File: config.mk
export PLATFORM = sky130hd
export DESIGN_NAME = reg_scoreboard_wb_arbiter
export DESIGN_NICKNAME = d
export VERILOG_FILES = /design/src/rtl/reg_scoreboard_wb_arbiter.sv
export SDC_FILE = /design/constraint.sdc
export NUM_CORES = 1
export LEC_CHECK = 0
export BUFFER_PORTS_ARGS = -buffer_cell sky130_fd_sc_hd__buf_2
export CAP_MARGIN = 20
export CORE_UTILIZATION = 40
export CTS_BUF_LIST = sky130_fd_sc_hd__clkbuf_8
export DETAILED_ROUTE_END_ITERATION = 10
export PLACE_DENSITY = 0.79
export SYNTH_ARGS = -nofsm -noshare
export SYNTH_HDL_FRONTEND = slang
export SYNTH_SLANG_ARGS = --single-unit
File: constraint.sdc
create_clock -name clock -period 3.7 [get_ports clock]
set_input_delay 0.555 -clock clock [delete_from_list [all_inputs] [get_ports clock]]
set_output_delay 0.555 -clock clock [all_outputs]
set_load 0.01 [all_outputs]
File: src/rtl/reg_scoreboard_wb_arbiter.sv
// Issue-stage scoreboard and writeback arbiter for the register file: tracks pending
// writes, stalls on RAW/WAW hazards and shares the single RF write port round-robin.
module reg_scoreboard_wb_arbiter #(
    parameter int DATA_WIDTH = 16,
    parameter int ADDR_WIDTH = 3
) (
    input  logic                  clock,
    input  logic                  reset,
    input  logic                  flush,
    input  logic                  issue_valid,
    input  logic                  issue_src0_used,
    input  logic [ADDR_WIDTH-1:0] issue_src0_addr,
    input  logic                  issue_src1_used,
    input  logic [ADDR_WIDTH-1:0] issue_src1_addr,
    input  logic                  issue_dst_en,
    input  logic [ADDR_WIDTH-1:0] issue_dst_addr,
    output logic                  issue_stall,
    input  logic                  wb0_valid,
    input  logic [ADDR_WIDTH-1:0] wb0_addr,
    input  logic [DATA_WIDTH-1:0] wb0_data,
    output logic                  wb0_ready,
    input  logic                  wb1_valid,
    input  logic [ADDR_WIDTH-1:0] wb1_addr,
    input  logic [DATA_WIDTH-1:0] wb1_data,
    output logic                  wb1_ready,
    output logic                  rf_write_enable,
    output logic [ADDR_WIDTH-1:0] rf_write_address,
    output logic [DATA_WIDTH-1:0] rf_write_data,
    output logic [ADDR_WIDTH:0]   pending_count,
    output logic                  protocol_error
);

    localparam int NUM_REGS = 2 ** ADDR_WIDTH;
    localparam logic [NUM_REGS-1:0] R0_MASK = {{(NUM_REGS-1){1'b1}}, 1'b0};

    function automatic logic [NUM_REGS-1:0] one_hot(input logic [ADDR_WIDTH-1:0] idx);
        one_hot = {{(NUM_REGS-1){1'b0}}, 1'b1} << idx;
    endfunction

    function automatic logic [ADDR_WIDTH:0] popcount(input logic [NUM_REGS-1:0] vec);
        logic [ADDR_WIDTH:0] cnt;
        cnt = {(ADDR_WIDTH+1){1'b0}};
        for (int i = 0; i < NUM_REGS; i++) begin
            cnt = cnt + {{ADDR_WIDTH{1'b0}}, vec[i]};
        end
        popcount = cnt;
    endfunction

    logic [NUM_REGS-1:0]   pending_q, pending_d;
    logic                  rr_last_q, rr_last_d;
    logic [ADDR_WIDTH:0]   pending_count_q, pending_count_d;
    logic                  protocol_error_q, protocol_error_d;

    logic                  grant0_s, grant1_s;
    logic                  wr_en_s;
    logic [ADDR_WIDTH-1:0] wr_addr_s;
    logic [DATA_WIDTH-1:0] wr_data_s;
    logic                  hazard_s;
    logic                  stall_s;
    logic                  issue_set_s;
    logic [NUM_REGS-1:0]   set_mask_s, clr_mask_s;

    // Round-robin arbiter: on a tie the port that did not win the last tie is granted.
    always_comb begin
        grant0_s = 1'b0;
        grant1_s = 1'b0;
        if (reset) begin
            grant0_s = 1'b0;
            grant1_s = 1'b0;
        end else if (wb0_valid && wb1_valid) begin
            grant0_s = rr_last_q;
            grant1_s = ~rr_last_q;
        end else begin
            grant0_s = wb0_valid;
            grant1_s = wb1_valid;
        end
    end

    // RF write-port mux driven by the granted requester.
    always_comb begin
        wr_en_s   = grant0_s | grant1_s;
        wr_addr_s = {ADDR_WIDTH{1'b0}};
        wr_data_s = {DATA_WIDTH{1'b0}};
        if (grant0_s) begin
            wr_addr_s = wb0_addr;
            wr_data_s = wb0_data;
        end else if (grant1_s) begin
            wr_addr_s = wb1_addr;
            wr_data_s = wb1_data;
        end else begin
            wr_addr_s = {ADDR_WIDTH{1'b0}};
            wr_data_s = {DATA_WIDTH{1'b0}};
        end
    end

    // Hazard detection looks only at registered pending; r0 can never be pending.
    always_comb begin
        hazard_s = (issue_src0_used & pending_q[issue_src0_addr]) |
                   (issue_src1_used & pending_q[issue_src1_addr]) |
                   (issue_dst_en    & pending_q[issue_dst_addr]);
        stall_s     = reset | flush | (issue_valid & hazard_s);
        issue_set_s = issue_valid & ~stall_s & issue_dst_en;
    end

    // Next-state: wb clear, then issue set (wins on the same register), then flush wins over all.
    always_comb begin
        clr_mask_s       = wr_en_s     ? one_hot(wr_addr_s)      : {NUM_REGS{1'b0}};
        set_mask_s       = issue_set_s ? one_hot(issue_dst_addr) : {NUM_REGS{1'b0}};
        pending_d        = flush ? {NUM_REGS{1'b0}}
                                 : (((pending_q & ~clr_mask_s) | set_mask_s) & R0_MASK);
        pending_count_d  = popcount(pending_d);
        protocol_error_d = protocol_error_q |
                           (wr_en_s & (wr_addr_s != {ADDR_WIDTH{1'b0}}) & ~pending_q[wr_addr_s]);
        rr_last_d        = (wb0_valid & wb1_valid) ? grant1_s : rr_last_q;
    end

    // State registers with synchronous reset.
    always_ff @(posedge clock) begin
        if (reset) begin
            pending_q        <= {NUM_REGS{1'b0}};
            rr_last_q        <= 1'b1;
            pending_count_q  <= {(ADDR_WIDTH+1){1'b0}};
            protocol_error_q <= 1'b0;
        end else begin
            pending_q        <= pending_d;
            rr_last_q        <= rr_last_d;
            pending_count_q  <= pending_count_d;
            protocol_error_q <= protocol_error_d;
        end
    end

    assign issue_stall      = stall_s;
    assign wb0_ready        = grant0_s;
    assign wb1_ready        = grant1_s;
    assign rf_write_enable  = wr_en_s;
    assign rf_write_address = wr_addr_s;
    assign rf_write_data    = wr_data_s;
    assign pending_count    = pending_count_q;
    assign protocol_error   = protocol_error_q;

endmodule

==> metrics.log <==
[metrics] count of non-filler cells in the finished layout: 292
[metrics] number of primary I/O pins: 84
[metrics] latest clock arrival within the worst-skew pair: 250 ps
[metrics] total number of H-tree levels: 1
[metrics] clk sinks: 12
[metrics] biggest fanout along the worst timing path: 6
[metrics] Fill cells: 285
[metrics] launching point of the worst reg2reg path: pending_q[5]
[metrics] final hold violations: 0
[metrics] Root Driver: sky130_fd_sc_hd__clkbuf_8
[metrics] endpoint class of the critical path: flip-flop
[metrics] synthesized instance count: 143
[metrics] share of Yosys cell area claimed by the top area cell type: 0.180
[metrics] Worst path most repeated cell: sky130_fd_sc_hd__fa_1
[metrics] final weighted congestion in routability-driven placement: 0.797
[metrics] TritonCTS clock tree: done
[metrics] Wirelength per Cell: 13.9 microns
[metrics] power density normalized to cell area: 211 nW/um^2
[metrics] sum of routed wire length over all layers: 4.05 mm
[metrics] Max Cap Viol: 0
[metrics] worst-case reg-to-reg path depth: 11
[metrics] layout cell share with drive strength beyond 1: 0.556
[metrics] maximum buffer depth of the clock tree: 2
[metrics] synth cell count leaders: sky130_fd_sc_hd__a22o_1 (16), sky130_fd_sc_hd__dfxtp_1 (12), sky130_fd_sc_hd__inv_1 (10), sky130_fd_sc_hd__o311ai_1 (7), sky130_fd_sc_hd__nand2_1 (6)
[metrics] run status: complete, no violations
[metrics] netlist area before placement: 1340 sq um
[metrics] required time reported for the critical path endpoint: 3840 ps
[metrics] number of cells on the worst hold path: 2
[metrics] flop and latch count out of synthesis: 12
[metrics] first-pass GRT wire length: 6.04 mm
[metrics] Distinct cells, synth: 55
[metrics] I/O Buffers: 82
[metrics] Slowest Stage Delay on Critical Path: 550 ps
[metrics] startpoint of the tightest hold check path: pending_q[3]
[metrics] Worst Clk Skew: 3.35 ps
[metrics] largest net degree at the start of global routing: 19
[metrics] total power: 427 uW
[metrics] initial core utilization: 0.431
[metrics] clock transition at the registers of the reported paths: 50 ps
[metrics] Mapped Nets: 203
[metrics] Crit-path slowest cell: sky130_fd_sc_hd__mux4_1
[metrics] cell count after placement: 289
[metrics] area growth from synthesis to layout: 51.3%
[metrics] final number of setup-violating endpoints: 0
[metrics] Critical Path AT: 3730 ps
[metrics] number of vias per cell: 5.40
[metrics] cell-by-cell listing of the critical path: buf_2 > mux4_1 > nand2b_4 > nand3_2 > o211ai_4 > o31a_1 > fa_1 > fa_1 > inv_1 > fa_2 > fa_1 > nor2b_1
[metrics] count of nets left with antenna violations after detail routing: 0
[metrics] Initial DRC Count: 43
[metrics] remaining global-route overflow: 0
[metrics] first-pass iteration count of the detailed router: 4
[metrics] Placeable Area: 3100 sq um
[metrics] drc violations: 0
[metrics] setup slack of the worst register-to-register path: 170 ps
[metrics] number of vias in the routed layout: 1,576
[metrics] Global Route Usage Sum: 0.226
[metrics] number of buffers created by CTS: 3
[metrics] number of antenna violations at the first check in global routing: 0
[metrics] peak supply drop: 0.194 mV
[metrics] Synth area leader: sky130_fd_sc_hd__dfxtp_1
[metrics] Post-CTS Hold Buffers: 0
[metrics] most common cell in the netlist: sky130_fd_sc_hd__a22o_1
[metrics] sum of net half-perimeters after detailed placement: 3.38 mm
[metrics] most instantiated flip-flop cell in the synthesis netlist: sky130_fd_sc_hd__dfxtp_1
[metrics] EDFF count, synth: 0
[metrics] via count of the first global-routing pass: 1,395
[metrics] startpoint class of the critical path: primary input
[metrics] worst reg2reg endpoint: pending_count[1]
[metrics] end point of the most critical hold path: pending_q[3]
[metrics] FP Rows: 20
[metrics] unrepaired setup endpoints after global routing: no
[metrics] final net count: 310
[metrics] overall die height: 59.8 microns
[metrics] DIE AREA: 3580 sq um
[metrics] fraction of the yosys area taken by sequential cells: 0.180
[metrics] post-synthesis async set-or-reset flop share: 0
[metrics] synthesized area per cell: 9.34 sq um
[metrics] worst hold path class: flip-flop to flip-flop
[metrics] share of the cycle needed by the critical path after routing: 0.971
[metrics] classification of the worst setup path: primary input to flip-flop
[metrics] number of synthesis warnings: 0
[metrics] cell types occupying the most area after synthesis: sky130_fd_sc_hd__dfxtp_1 (18%), sky130_fd_sc_hd__a22o_1 (10%), sky130_fd_sc_hd__fa_1 (6.0%), sky130_fd_sc_hd__o311ai_1 (4.6%), sky130_fd_sc_hd__mux4_1 (3.9%)
[metrics] chip width: 59.8 microns
[metrics] number of antenna diodes: 0
[metrics] max-slew violation count: 0
[metrics] leakage: 0.00102 uW
[metrics] minimum clock period after layout: 3590 ps
[metrics] Max Clk Rate: 0.278 GHz
## area by class of cell
| type | count | area [sq um] | area share |
|---|---|---|---|
| repair buffers | 113 | 643 | 0.318 |
| well taps | 44 | 55.1 | 0.0272 |
| flip-flops and latches | 12 | 240 | 0.119 |
| inverters | 12 | 47.5 | 0.0235 |
| clock buffers | 3 | 41.3 | 0.0204 |
| multi-input cells | 108 | 995 | 0.492 |
## flip-flops by register name (all words and copies together), names as in the netlist
name            cells
pending_count       3
rr_last_q           1
protocol_error      1
pending_q           7
## cell usage in the layout (no fill, tap or decap), drive strengths merged, types with 3 or more instances in the layout
master	synthesis	layout
nor3	3	3
nor2b	4	4
dfxtp	12	12
o22ai	4	4
nand2	7	7
nor2	3	3
nand2b	3	3
inv	12	12
a22o	16	16
nand3	4	4
o311ai	9	9
buf	7	113
fa	4	4
clkbuf	4	3
mux4	3	3
mux2i	3	3
o21ai	6	6
o31ai	5	5
## routing by layer
metal,GRT usage,part of all wire,wire (microns),vias up
met5,0,0,0,-
met2,0.398,0.50,2010,70
met3,0.0498,0.076,308,3
li1,-,-,-,780
met4,0.0698,0.0081,33,0
met1,0.270,0.42,1700,723
## metrics by stage
| step | setup WS (ps) | setup TNS, ps | utilization | instance area, sq um | hold WS (ps) |
|---|---|---|---|---|---|
| 6_report | 109 | 0 | 0.652 | 2020 | 585 |
| 4_1_cts | 86.6 | 0 | 0.651 | 2020 | 570 |
| 2_1_floorplan | 24.5 | 0 | - | 1350 | 487 |
| 3_3_place_gp | -140 | -219 | 0.638 | 1980 | 559 |
| 3_5_place_dp | -171 | -275 | 0.638 | 1980 | 563 |
| 5_1_grt | 11.2 | 0 | 0.652 | 2020 | 594 |
## timing repair
| action | CTS | global route |
|---|---|---|
| resized for setup | 0 | 1 |
| setup buffers | 0 | 0 |
| setup endpoints to repair | 0 | 1 |
## worst max-delay path: cells and delay by family
kind	cells	cell delay [ps]
fa+ha+maj	4	1690
simple gates	3	370
compound gates	2	410
mux	1	550
buf+inv	2	150
## worst max-delay path by stage
stage,from,endpoint,slack [ps]
3_5_place_dp,issue_src1_addr[0],pending_count[1],-170
3_3_place_gp,issue_src1_addr[0],pending_count[1],-140
6_report,issue_src1_addr[0],pending_count[1],110
2_1_floorplan,issue_src1_addr[0],pending_count[1],20
4_1_cts,issue_src1_addr[0],pending_count[1],90
5_1_grt,issue_src1_addr[0],pending_count[1],10
## where the power goes
| group | switching (uW) | internal [uW] |
|---|---|---|
| sequential | 2.94 | 132 |
| clock | 49.6 | 71.9 |
| combinational | 82.6 | 87.5 |
| total | 135 | 292 |
## cells by family after synthesis
| logic type | share of synthesized area |
|---|---|
| multiplexers | 0.0955 |
| AO/OA/AOI/OAI | 0.426 |
| AND/OR/NAND/NOR | 0.151 |
| flip-flops | 0.180 |
| buffers and inverters | 0.0852 |
| adder cells (fa/ha/maj) | 0.0599 |
| other | 0.00281 |
No activity file was read; power rests on OpenSTA's default activity.
